[config.mk]
export PLATFORM = sky130hd
export DESIGN_NAME = ide_host_pio_reader
export DESIGN_NICKNAME = d
export VERILOG_FILES = /design/src/rtl/ide_host_pio_reader.sv
export SDC_FILE = /design/constraint.sdc
export NUM_CORES = 1
export LEC_CHECK = 0
export ABC_AREA = 1
export BUFFER_PORTS_ARGS = -buffer_cell sky130_fd_sc_hd__buf_2
export CORE_MARGIN = 2
export CORE_UTILIZATION = 40
export DETAILED_ROUTE_END_ITERATION = 16
export GPL_ROUTABILITY_DRIVEN = 0
export PLACE_DENSITY = 0.69
export SYNTH_ARGS = -nofsm -noshare
export SYNTH_HDL_FRONTEND = slang
export SYNTH_SLANG_ARGS = --single-unit
[constraint.sdc]
create_clock -name clk -period 2.2 [get_ports clk]
set_input_delay 0.11 -clock clk [delete_from_list [all_inputs] [get_ports clk]]
set_output_delay 0.11 -clock clk [all_outputs]
set_load 0.1 [all_outputs]
[src/rtl/ide_host_pio_reader.sv]
// IDE host-side PIO initiator: writes an LBA28 READ SECTORS task file,
// polls status until DRQ, then streams 256 data words out one per strobe.
module ide_host_pio_reader #(
    parameter int unsigned T_SETUP        = 2,
    parameter int unsigned T_PULSE        = 8,
    parameter int unsigned T_HOLD         = 7,
    parameter int unsigned TIMEOUT_CYCLES = 27000000
) (
    input  logic        clk,
    input  logic        reset_n,
    input  logic        start,
    input  logic [27:0] lba,
    output logic        busy,
    output logic        done,
    output logic        error,
    output logic [15:0] word_out,
    output logic        word_valid,
    output logic [7:0]  word_index,
    output logic        cs0_n,
    output logic        dior_n,
    output logic        diow_n,
    output logic [2:0]  addr,
    output logic [15:0] data_out,
    output logic        data_oe,
    input  logic [15:0] data_in
);

    typedef enum logic [3:0] {
        IDLE, TF_SETUP, TF_PULSE, TF_HOLD,
        POLL_SETUP, POLL_PULSE, POLL_HOLD, POLL_EVAL,
        DATA_SETUP, DATA_PULSE, DATA_HOLD, FINISH, FAIL
    } state_t;

    // Phase counter covers SETUP, PULSE and HOLD plus the trailing cs0_n-high gap cycle.
    localparam int unsigned CNT_W = 8;
    localparam logic [CNT_W-1:0] SETUP_LAST = CNT_W'(T_SETUP - 1);
    localparam logic [CNT_W-1:0] PULSE_LAST = CNT_W'(T_PULSE - 1);
    localparam logic [CNT_W-1:0] HOLD_LAST  = CNT_W'(T_HOLD - 1);
    localparam logic [CNT_W-1:0] GAP_CNT    = CNT_W'(T_HOLD);
    localparam int unsigned TO_W = $clog2(TIMEOUT_CYCLES) + 1;
    localparam logic [TO_W-1:0] TO_LAST = TO_W'(TIMEOUT_CYCLES - 1);

    state_t            state_q;
    logic [CNT_W-1:0]  cnt_q;
    logic [TO_W-1:0]   to_q;
    logic [2:0]        reg_idx_q;
    logic [8:0]        word_cnt_q;
    logic [27:0]       lba_q;
    logic              sts_bsy_q, sts_drq_q, sts_err_q;
    logic              cs0_n_q, dior_n_q, diow_n_q, data_oe_q;
    logic [2:0]        addr_q;
    logic [15:0]       data_out_q, word_out_q;
    logic              busy_q, done_q, error_q, word_valid_q;
    logic [7:0]        word_index_q;
    logic              in_poll;

    // Task-file register address for write index 0..5 (device regs 2..7).
    function automatic logic [2:0] tf_addr(input logic [2:0] idx);
        return idx + 3'd2;
    endfunction

    // Task-file register value: sector count, LBA bytes, LBA-mode drive/head, command.
    function automatic logic [7:0] tf_val(input logic [2:0] idx, input logic [27:0] a);
        case (idx)
            3'd0:    return 8'h01;
            3'd1:    return a[7:0];
            3'd2:    return a[15:8];
            3'd3:    return a[23:16];
            3'd4:    return {4'hE, a[27:24]};
            default: return 8'h20;
        endcase
    endfunction

    assign in_poll = (state_q == POLL_SETUP) || (state_q == POLL_PULSE) ||
                     (state_q == POLL_HOLD)  || (state_q == POLL_EVAL);

    // Sequencer: every bus pin and status output is registered here.
    always_ff @(posedge clk or negedge reset_n) begin
        if (!reset_n) begin
            state_q      <= IDLE;
            cnt_q        <= '0;
            to_q         <= '0;
            reg_idx_q    <= '0;
            word_cnt_q   <= '0;
            lba_q        <= '0;
            sts_bsy_q    <= 1'b0;
            sts_drq_q    <= 1'b0;
            sts_err_q    <= 1'b0;
            cs0_n_q      <= 1'b1;
            dior_n_q     <= 1'b1;
            diow_n_q     <= 1'b1;
            addr_q       <= '0;
            data_out_q   <= '0;
            data_oe_q    <= 1'b0;
            busy_q       <= 1'b0;
            done_q       <= 1'b0;
            error_q      <= 1'b0;
            word_out_q   <= '0;
            word_valid_q <= 1'b0;
            word_index_q <= '0;
        end else begin
            done_q       <= 1'b0;
            error_q      <= 1'b0;
            word_valid_q <= 1'b0;
            if (in_poll && (to_q == TO_LAST)) begin
                // Timeout wins over any status evaluation in the same cycle.
                state_q  <= FAIL;
                error_q  <= 1'b1;
                busy_q   <= 1'b0;
                cs0_n_q  <= 1'b1;
                dior_n_q <= 1'b1;
                cnt_q    <= '0;
            end else begin
                if (in_poll) to_q <= to_q + TO_W'(1);
                case (state_q)
                    IDLE: begin
                        if (start) begin
                            lba_q      <= lba;
                            busy_q     <= 1'b1;
                            reg_idx_q  <= '0;
                            cnt_q      <= '0;
                            cs0_n_q    <= 1'b0;
                            addr_q     <= tf_addr(3'd0);
                            data_out_q <= {8'h00, tf_val(3'd0, lba)};
                            data_oe_q  <= 1'b1;
                            state_q    <= TF_SETUP;
                        end
                    end
                    TF_SETUP, POLL_SETUP, DATA_SETUP: begin
                        if (cnt_q == SETUP_LAST) begin
                            cnt_q <= '0;
                            if (state_q == TF_SETUP) begin
                                diow_n_q <= 1'b0;
                                state_q  <= TF_PULSE;
                            end else begin
                                dior_n_q <= 1'b0;
                                state_q  <= (state_q == POLL_SETUP) ? POLL_PULSE : DATA_PULSE;
                            end
                        end else begin
                            cnt_q <= cnt_q + CNT_W'(1);
                        end
                    end
                    TF_PULSE, POLL_PULSE, DATA_PULSE: begin
                        if (cnt_q == PULSE_LAST) begin
                            cnt_q <= '0;
                            if (state_q == TF_PULSE) begin
                                diow_n_q <= 1'b1;
                                state_q  <= TF_HOLD;
                            end else if (state_q == POLL_PULSE) begin
                                dior_n_q  <= 1'b1;
                                sts_bsy_q <= data_in[7];
                                sts_drq_q <= data_in[3];
                                sts_err_q <= data_in[0];
                                state_q   <= POLL_HOLD;
                            end else begin
                                dior_n_q     <= 1'b1;
                                word_out_q   <= data_in;
                                word_index_q <= word_cnt_q[7:0];
                                word_valid_q <= 1'b1;
                                word_cnt_q   <= word_cnt_q + 9'd1;
                                state_q      <= DATA_HOLD;
                            end
                        end else begin
                            cnt_q <= cnt_q + CNT_W'(1);
                        end
                    end
                    TF_HOLD, POLL_HOLD, DATA_HOLD: begin
                        if (cnt_q == HOLD_LAST) begin
                            // Last hold cycle done: release chip select for the gap cycle.
                            cs0_n_q   <= 1'b1;
                            data_oe_q <= 1'b0;
                            cnt_q     <= cnt_q + CNT_W'(1);
                        end else if (cnt_q == GAP_CNT) begin
                            cnt_q <= '0;
                            if (state_q == TF_HOLD) begin
                                if (reg_idx_q == 3'd5) begin
                                    to_q    <= '0;
                                    cs0_n_q <= 1'b0;
                                    addr_q  <= 3'd7;
                                    state_q <= POLL_SETUP;
                                end else begin
                                    reg_idx_q  <= reg_idx_q + 3'd1;
                                    cs0_n_q    <= 1'b0;
                                    addr_q     <= tf_addr(reg_idx_q + 3'd1);
                                    data_out_q <= {8'h00, tf_val(reg_idx_q + 3'd1, lba_q)};
                                    data_oe_q  <= 1'b1;
                                    state_q    <= TF_SETUP;
                                end
                            end else if (state_q == POLL_HOLD) begin
                                state_q <= POLL_EVAL;
                            end else if (word_cnt_q == 9'd256) begin
                                done_q  <= 1'b1;
                                busy_q  <= 1'b0;
                                state_q <= FINISH;
                            end else begin
                                cs0_n_q <= 1'b0;
                                addr_q  <= 3'd0;
                                state_q <= DATA_SETUP;
                            end
                        end else begin
                            cnt_q <= cnt_q + CNT_W'(1);
                        end
                    end
                    POLL_EVAL: begin
                        if (!sts_bsy_q && sts_err_q) begin
                            error_q <= 1'b1;
                            busy_q  <= 1'b0;
                            cs0_n_q <= 1'b1;
                            state_q <= FAIL;
                        end else if (!sts_bsy_q && sts_drq_q) begin
                            word_cnt_q <= '0;
                            cs0_n_q    <= 1'b0;
                            addr_q     <= 3'd0;
                            state_q    <= DATA_SETUP;
                        end else begin
                            cs0_n_q <= 1'b0;
                            addr_q  <= 3'd7;
                            state_q <= POLL_SETUP;
                        end
                    end
                    FINISH:  state_q <= IDLE;
                    FAIL:    state_q <= IDLE;
                    default: state_q <= IDLE;
                endcase
            end
        end
    end

    assign busy       = busy_q;
    assign done       = done_q;
    assign error      = error_q;
    assign word_out   = word_out_q;
    assign word_valid = word_valid_q;
    assign word_index = word_index_q;
    assign cs0_n      = cs0_n_q;
    assign dior_n     = dior_n_q;
    assign diow_n     = diow_n_q;
    assign addr       = addr_q;
    assign data_out   = data_out_q;
    assign data_oe    = data_oe_q;

endmodule

==> reports/results.tsv, run 1 <==
stage	metric	value	unit
cells_and_area	Multi-input gate area	0.00302	mm^2
global_routing	largest net degree at the start of global routing	40	
floorplan	die width	133	um
synth	synthesized area per cell	8.31	um^2
critical_path	Crit path max-delay family	simple AND/OR/NAND/NOR gates	
cts	CTS sink count	124	
timing	crit share post-route	0.889	
critical_path	worst stage delay on the critical path	0.42	ns
timing	slew margin rel.	0.649	
floorplan	die height	133	um
floorplan	DIE AREA	0.0177	mm^2
critical_path	crit path from	to_q[0]	
run	max-cap violations	0	
cells_and_area	share of cells above drive strength 1	0.208	
floorplan	I/O Pins	98	
cts	htree depth	4	
cts	CTS root buf	clkbuf_16	
timing	final-report hold violation count	0	
cells_and_area	register area	0.00311	mm^2
cells_and_area	Util after Layout	0.515	
pwr	pwr/cell area	1270	mW/mm^2
timing	unrepaired setup endpoints after global routing	no	
hold_path	Hold Crit Start	start	
synth	Primary FF master, synth	dfrtp_1	
drt	DR vias/cell	4.77	
synth	post-synth cell types	42	
cts	Clk pin slew, worst setup/hold paths	0.06	ns
drt	Pre-antenna DRT Iters	5	
global_routing	initial antenna violation count	0	
synth	Yosys warning count	0	
cts	worst-skew pair later-pin latency	0.42	ns
timing	Slew Viols, Final	0	
placed_design	I/O Buffers	89	
critical_path	kind of end point of the critical path	register	
drt	routed vias	5659	
timing	Setup Viol. Count Final	0	
cts	TritonCTS clock tree	yes	
drt	residual DRC count	0	
synth	post-synthesis sequential area ratio	0.467	
critical_path	Buf/Inv on CP	0	
critical_path	Most common cell on crit path	nor2_1	
synth	Syn Inst Count	801	
critical_path	Worst R2R Start	to_q[0]	
critical_path	CP Cell Sequence	ha_1, nand2_1, nor2_1, nand2_1, nor2_1, nand3_2, nor2_1, nand3_1, nand2_1, nor2_1	
synth	FFs w/ async S/R, synth	1.00	
cells_and_area	n_diodes	0	
cts	cts bufs inserted	17	
cts	clk buf depth	2	
timing	achievable frequency	511	MHz
critical_path	CP max FO	6	
timing	clk_skew	0.0121	ns
critical_path	Setup CP Type	reg2reg	
pwr	Leak	4.53	nW
pwr	VDD IR-drop max	0.000947	V
floorplan	core area	0.0164	mm^2
placed_design	post-DP HPWL	10.8	mm
drt	WL final	15.7	mm
drt	Avg WL per Cell	13.2	um
hold_path	Hold/Removal Path Class	in2reg	
drt	DR iter-0 viols	402	
status	status	completed	
critical_path	CP max-delay cell	dfrtp_1	
floorplan	row count	47	
critical_path	worst path required time	2.50	ns
cts	# Post-CTS Setup Buffers	0	
floorplan	Initial Utilization	0.406	
critical_path	Worst setup SP type	register	
cells_and_area	area delta synth->final	26.9	%
global_routing	vias in the first global route	5576	
global_routing	first-pass GRT wire length	26.2	mm
synth	Yosys reg bits	124	
timing	Least-Margin Pin Slew	0.527	ns
timing	Setup TNS	0	ns
critical_path	critical path arrival	2.26	ns
synth	mapped cell area	0.00665	mm^2
global_routing	global-route total usage across every layer	0.186	
cells_and_area	fillers	1494	
timing	Tmin final	1.96	ns
cells_and_area	final net count	1013	
synth	EDFF count, synth	0	
drt	Routed Antenna Nets	0	
global_routing	GRT overflow	0	
## where the power goes
group	switching (mW)	internal, mW
clock	1.07	1.85
sequential	0.426	2.88
combinational	3.20	1.31
total	4.70	6.05
## kinds of logic after synthesis
| group | after synthesis | share of synthesized area |
|---|---|---|
| flip-flops | 124 | 0.467 |
| buffers and inverters | 129 | 0.0833 |
| adder cells (fa/ha/maj) | 12 | 0.0226 |
| AND/OR/NAND/NOR | 392 | 0.261 |
| other | 1 | 0.000564 |
| AO/OA/AOI/OAI | 80 | 0.0677 |
| multiplexers | 51 | 0.0818 |
| XOR/XNOR | 12 | 0.0158 |
## what timing repair did
item	4_1_cts	5_1_grt
hold endpoints to repair	82	0
hold buffers	45	0
resized for setup	0	0
## sequential cells by signal, summed over array words and instances, names as in the netlist, 3 cells and up
name and cells:
reg_idx_q 3, lba_q 28, word_index 8, state_q 4
to_q 26, word_out 16, data_out 8, addr 3
cnt_q 8, word_cnt_q 9
## cell type report
class | instances | area share
Multi-Input combinational cell | 555 | 0.358
Clock inverter | 12 | 0.0190
Sequential cell | 124 | 0.368
Tap cell | 220 | 0.0326
Timing Repair Buffer | 148 | 0.120
Clock buffer | 20 | 0.0541
Inverter | 108 | 0.0483
## routing by layer
| metal | GRT usage | part of all wire | up-vias |
|---|---|---|---|
| met4 | 0.0753 | 0.023 | 0 |
| met3 | 0.0456 | 0.041 | 31 |
| met1 | 0.237 | 0.46 | 2635 |
| met5 | 0 | 0 | - |
| li1 | - | - | 2862 |
| met2 | 0.303 | 0.47 | 131 |
## layout by cell type, fill, tap and decap left out, drive strengths merged, types with 2 or more instances in the layout
cell type / instances
a21oi: 22
a31oi: 4
buf: 103
bufinv: 3
clkbuf: 20
clkinv: 2
clkinvlp: 4
conb: 8
dfrtp: 121
dfstp: 3
dlygate4sd3: 45
ha: 12
inv: 111
mux2: 27
mux2i: 24
nand2: 212
nand3: 51
nand3b: 3
nand4: 13
nor2: 92
nor3: 13
nor3b: 2
nor4: 4
o211ai: 3
o21ai: 46
xor2: 12
## path summary, 6_finish.rpt
check                                end  cells after the start  slack, ns
setup reg to reg                to_q[20]                     10       0.24
hold reg to reg            word_index[0]                      2       0.47
setup / recovery                to_q[20]                     10       0.24
max in group asynchronous   reg_idx_q[2]                      3       1.31
hold / removal                     cs0_n                      5       0.17
min in group asynchronous       to_q[16]                      2       0.21
## Yosys cell counts, types with 8 or more instances
master,n,share of area
nand2_1,197,0.11
dfrtp_1,121,0.46
inv_1,103,0.058
nor2_1,83,0.047
nand3_1,50,0.038
o21ai_0,33,0.025
mux2_2,27,0.046
mux2i_1,24,0.036
a21oi_1,21,0.016
nand4_1,13,0.012
nor3_1,13,0.0098
ha_1,12,0.023
xor2_1,12,0.016
nand2_2,10,0.0094
buf_4,9,0.010
buf_2,8,0.0060
o21ai_1,8,0.0060
## per-stage QoR
| stage | hold WS, ns | cells | worst slack [ns] | total power, mW | cell area, um^2 |
|---|---|---|---|---|---|
| 3_5_place_dp | 0.126 | 1110 | 0.263 | 7.76 | 7370 |
| 5_1_grt | 0.183 | 1187 | 0.0193 | 11.4 | 8440 |
| 3_3_place_gp | 0.122 | 1110 | 0.263 | 7.68 | 7370 |
| 6_report | 0.174 | 1187 | 0.245 | 10.7 | 8440 |
| 2_1_floorplan | -0.186 | 808 | 0.515 | 6.85 | 6680 |
| 4_1_cts | 0.157 | 1187 | 0.240 | 10.8 | 8440 |
## tightest hold or removal path, delay by kind of cell
| family | cells | cell delay [ns] |
|---|---|---|
| and+or+nand+nor | 4 | 0.36 |
| buffers and inverters | 1 | 0.12 |
(Power assumes the default switching activity.)
==> run 2, diff against run 1 <==
- PLACE_DENSITY: 0.69 -> 0.65
- SKIP_LAST_GASP: default -> 1
==> reports/results.tsv, run 2 (synthesis gave the netlist of run 1 again) <==
stage	metric	value	unit
cts	cts bufs inserted	17	
cts	worst-skew pair later-pin latency	0.42	ns
timing	final-report hold violation count	0	
global_routing	global-route total usage across every layer	0.184	
floorplan	Initial Utilization	0.406	
critical_path	kind of end point of the critical path	register	
timing	Setup WS post-layout	0.249	ns
drt	Pre-antenna DRT Iters	5	
drt	Avg WL per Cell	13.0	um
timing	Tmin final	1.95	ns
global_routing	first-pass GRT wire length	26.2	mm
floorplan	DIE AREA	0.0177	mm^2
global_routing	GRT overflow	0	
status	status	completed	
cts	TritonCTS clock tree	yes	
timing	Setup TNS	0	ns
floorplan	core area	0.0164	mm^2
timing	clk_skew	0.0146	ns
drt	Routed Antenna Nets	0	
cts	clk buf depth	2	
drt	Met1 Routed Length	7.43	mm
pwr	total power	10.7	mW
timing	achievable frequency	513	MHz
cts	htree depth	4	
drt	DR iter-0 viols	402	
global_routing	vias in the first global route	5402	
timing	Setup Viol. Count Final	0	
floorplan	die width	133	um
critical_path	worst stage delay on the critical path	0.42	ns
critical_path	Worst R2R Start	to_q[0]	
cts	Clk pin slew, worst setup/hold paths	0.06	ns
floorplan	I/O Pins	98	
floorplan	row count	47	
critical_path	Worst setup SP type	register	
cells_and_area	most common cell after layout, fill and taps aside	nand2_1	
critical_path	crit path from	to_q[0]	
drt	WL final	15.5	mm
placed_design	post-DP HPWL	10.7	mm
cts	CTS root buf	clkbuf_16	
drt	residual DRC count	0	
cells_and_area	share of cells above drive strength 1	0.212	
critical_path	CP max FO	13	
cells_and_area	area delta synth->final	27.0	%
global_routing	initial antenna violation count	0	
critical_path	Crit path max-delay family	simple AND/OR/NAND/NOR gates	
timing	crit share post-route	0.887	
drt	DR WL met3	692	um
critical_path	worst path required time	2.51	ns
cts	CTS sink count	124	
global_routing	largest net degree at the start of global routing	47	
run	max-cap violations	0	
floorplan	die height	133	um
drt	routed vias	5639	
critical_path	CP max-delay cell	dfrtp_1	
cells_and_area	number of flip-flops in the largest register	28	
hold_path	Hold/Removal Path Class	in2reg	
timing	Slew Viols, Final	0	
critical_path	Most common cell on crit path	nand2_1	
drt	highest metal layer with signal wires	met4	
drt	routed wl met2	7.14	mm
cells_and_area	n_diodes	0	
hold_path	Hold Crit Start	start	
critical_path	CP Cell Sequence	ha_1, nand2_1, nor2_1, nand2_1, nor2_1, nand2_1, buf_4, nand2_1, nor2_2, nand2_2, nand2_1, o21ai_1	
critical_path	Buf/Inv on CP	1	
placed_design	Placed Cells	1112	
critical_path	critical path arrival	2.26	ns
cells_and_area	final std cells w/o fill	1189	
cells_and_area	most frequent cells in the layout	nand2_1 (197), dfrtp_1 (121), inv_1 (102)	
timing	unrepaired setup endpoints after global routing	no	
drt	DR vias/cell	4.74	
pwr	VDD IR-drop max	0.000830	V
cells_and_area	largest reg by FF count	lba_q	
pwr	pwr/cell area	1260	mW/mm^2
cells_and_area	final net count	1015	
placed_design	dpl ws	0.274	ns
placed_design	I/O Buffers	89	
critical_path	Setup CP Type	reg2reg	
pwr	Leak	4.55	nW
-- run 2: final cells by class --
class / instances / area (um^2)
repair buffers: 150 / 1040
fillers: 1492 / 7960
clock inverters: 15 / 173
multi-input cells: 555 / 3020
clock buffers: 17 / 425
inverters: 108 / 408
well taps: 220 / 275
flip-flops and latches: 124 / 3110
-- run 2: worst reg2reg max path: cells and delay by family, from the launching register on --
kind,cells,cell delay [ns]
and+or+nand+nor,9,0.91
DFF,1,0.42
adders and majority gates,1,0.23
buffers and inverters,1,0.23
AOI/OAI and AO/OA,1,0.06
-- run 2: final timing paths --
path	end	slack [ns]	cells past startpoint
worst max-delay path	addr[1]	0.25	12
worst min-delay path	cs0_n	0.13	5
worst max register to register	addr[1]	0.25	12
worst min register to register	addr[0]	0.48	2
max in group asynchronous	cs0_n	1.33	3
min in group asynchronous	to_q[15]	0.20	2
-- run 2: repair_timing --
| action | 4_1_cts | 5_1_grt |
|---|---|---|
| endpoints found under the setup margin | 0 | 1 |
| resized for setup | 0 | 1 |
| endpoints found under the hold margin | 77 | 0 |
| setup buffers | 0 | 0 |
| hold buffers | 45 | 0 |
-- run 2: metrics by stage --
stage	util	area, um^2	hold WS [ns]
floorplan	-	6680	-0.186
global placement	0.451	7400	0.109
detailed placement	0.451	7400	0.109
CTS	0.515	8450	0.120
global route	0.515	8450	0.139
finish	0.515	8450	0.135
-- run 2: power by group --
part           switching, mW  internal [mW]  leakage (nW)
sequential             0.418           2.88          1.58
clock                   1.15           1.71         0.290
combinational           3.19           1.32          2.68
total                   4.76           5.91          4.55
-- run 2: metal layers --
| layer | vias to the layer above | global-route usage |
|---|---|---|
| met5 | - | 0 |
| met4 | 0 | 0.0591 |
| met2 | 140 | 0.290 |
| li1 | 2877 | - |
| met1 | 2600 | 0.250 |
| met3 | 22 | 0.0479 |
==> run 3, diff against run 2 <==
- CORE_UTILIZATION: 40 -> 58
- PLACE_DENSITY: 0.65 -> 0.87
==> reports/results.tsv, run 3 (synthesis gave the netlist of run 1 again) <==
stage	metric	value	unit
status	status	completed	
pwr	VDD IR-drop max	0.000948	V
cts	htree depth	4	
drt	WL final	19.0	mm
drt	residual DRC count	0	
placed_design	post-DP HPWL	10.9	mm
floorplan	DIE AREA	0.0123	mm^2
timing	Slew Viols, Final	0	
cells_and_area	number of flip-flops in the largest register	28	
critical_path	Setup CP Type	reg2reg	
drt	Routed Antenna Nets	0	
global_routing	GRT overflow	0	
global_routing	vias in the first global route	6340	
timing	Least-Margin Pin Slew	0.518	ns
critical_path	CP max-delay cell	dfrtp_1	
timing	Setup Viol. Count Final	0	
run	max-cap violations	0	
timing	final-report hold violation count	0	
critical_path	worst path required time	2.56	ns
global_routing	global-route total usage across every layer	0.324	
cts	cts bufs inserted	17	
floorplan	Initial Utilization	0.588	
cts	TritonCTS clock tree	yes	
timing	unrepaired setup endpoints after global routing	yes	
critical_path	kind of end point of the critical path	register	
cts	Clk pin slew, worst setup/hold paths	0.06	ns
floorplan	die width	111	um
cells_and_area	largest reg by FF count	lba_q	
timing	slew margin rel.	0.652	
critical_path	Buf/Inv on CP	2	
drt	Pre-antenna DRT Iters	5	
floorplan	core area	0.0113	mm^2
placed_design	Placed Area	0.00728	mm^2
global_routing	initial antenna violation count	0	
floorplan	I/O Pins	98	
critical_path	critical path arrival	2.43	ns
cts	CTS sink count	124	
placed_design	Placed Cells	1033	
drt	Avg WL per Cell	17.1	um
cells_and_area	Util after Layout	0.736	
cells_and_area	most frequent cells in the layout	nand2_1 (197), dfrtp_1 (121), inv_1 (103)	
drt	DR iter-0 viols	753	
timing	Tmin final	2.07	ns
critical_path	Most common cell on crit path	nand2_1	
cells_and_area	area delta synth->final	25.3	%
critical_path	Worst setup SP type	register	
drt	DR vias/cell	5.55	
pwr	total power	11.1	mW
critical_path	R2R depth	11	
cells_and_area	share of cells above drive strength 1	0.211	
timing	crit share post-route	0.939	
floorplan	die height	111	um
pwr	Leak	4.53	nW
cells_and_area	final net count	1013	
critical_path	CP max FO	5	
cells_and_area	final std cells w/o fill	1111	
critical_path	Crit path depth	11	
cells_and_area	most common cell after layout, fill and taps aside	nand2_1	
drt	routed vias	6170	
cts	clk buf depth	2	
critical_path	worst stage delay on the critical path	0.47	ns
cts	worst-skew pair later-pin latency	0.43	ns
placed_design	I/O Buffers	89	
floorplan	row count	39	
global_routing	largest net degree at the start of global routing	72	
timing	achievable frequency	484	MHz
timing	Setup TNS	0	ns
global_routing	first-pass GRT wire length	31.3	mm
timing	clk_skew	0.0150	ns
hold_path	Hold/Removal Path Class	in2async	
pwr	pwr/cell area	1330	mW/mm^2
cts	CTS root buf	clkbuf_16	
critical_path	Crit path max-delay family	simple AND/OR/NAND/NOR gates	
critical_path	CP Cell Sequence	ha_1, inv_1, nand2_1, nand2_1, nor2_1, inv_1, nand2_1, nor2_1, o31ai_1, nand3_1, nand2_1	
cts	# Post-CTS Setup Buffers	0	
cells_and_area	finished layout cell area	0.00834	mm^2
## run 3: cell count changes in the layout (fill, tap and decap cells not counted), sizes merged
cell,change
buf,-2
clkbuf,+1
clkinv,+1
clkinvlp,+2
diode,+1
inv,-4
## run 3: final timing paths
kind	startpoint	end	slack [ns]
max	reg_idx_q[0]	data_out[5]	0.13
min	reset_n	to_q[15]	0.11
max reg2reg	reg_idx_q[0]	data_out[5]	0.13
min reg2reg	word_index[4]	word_index[4]	0.48
max in group asynchronous	reset_n	cs0_n	1.33
min in group clk	start	cs0_n	0.11
## run 3: what timing repair did
action	4_1_cts	5_1_grt
endpoints found under the hold margin	142	0
hold buffers	45	0
resized for setup	0	2
endpoints found under the setup margin	0	5
## run 3: metal layers
layer | vias to the layer above | routed length, um | GRT usage | share of wire
li1 | 2870 | - | - | -
met1 | 2891 | 7230 | 0.372 | 0.38
met2 | 323 | 9520 | 0.552 | 0.50
met3 | 86 | 1290 | 0.0826 | 0.068
met4 | 0 | 955 | 0.181 | 0.050
met5 | - | 0 | 0 | 0
## run 3: cell type report
cell class,count,area (um^2)
sequential,124,3110
inverter,108,408
clock inverter,14,159
timing repair buffer,148,1020
fill,760,2980
tap,143,179
antenna,1,2.50
clock buffer,18,439
multi-input combinational,555,3030
## run 3: where the power goes
part | total, mW | switching (mW) | internal [mW] | leakage, nW
sequential | 3.41 | 0.522 | 2.88 | 1.58
clock | 2.86 | 1.14 | 1.72 | 0.282
combinational | 4.80 | 3.48 | 1.32 | 2.66
total | 11.1 | 5.14 | 5.93 | 4.53
## run 3: per-stage QoR
stage          hold slack, ns  worst slack, ns
3_5_place_dp          0.00297            0.257
6_report                0.105            0.134
4_1_cts                0.0961            0.255
3_3_place_gp         -0.00287            0.299
5_1_grt                 0.131         -0.00318
2_1_floorplan          -0.186            0.515
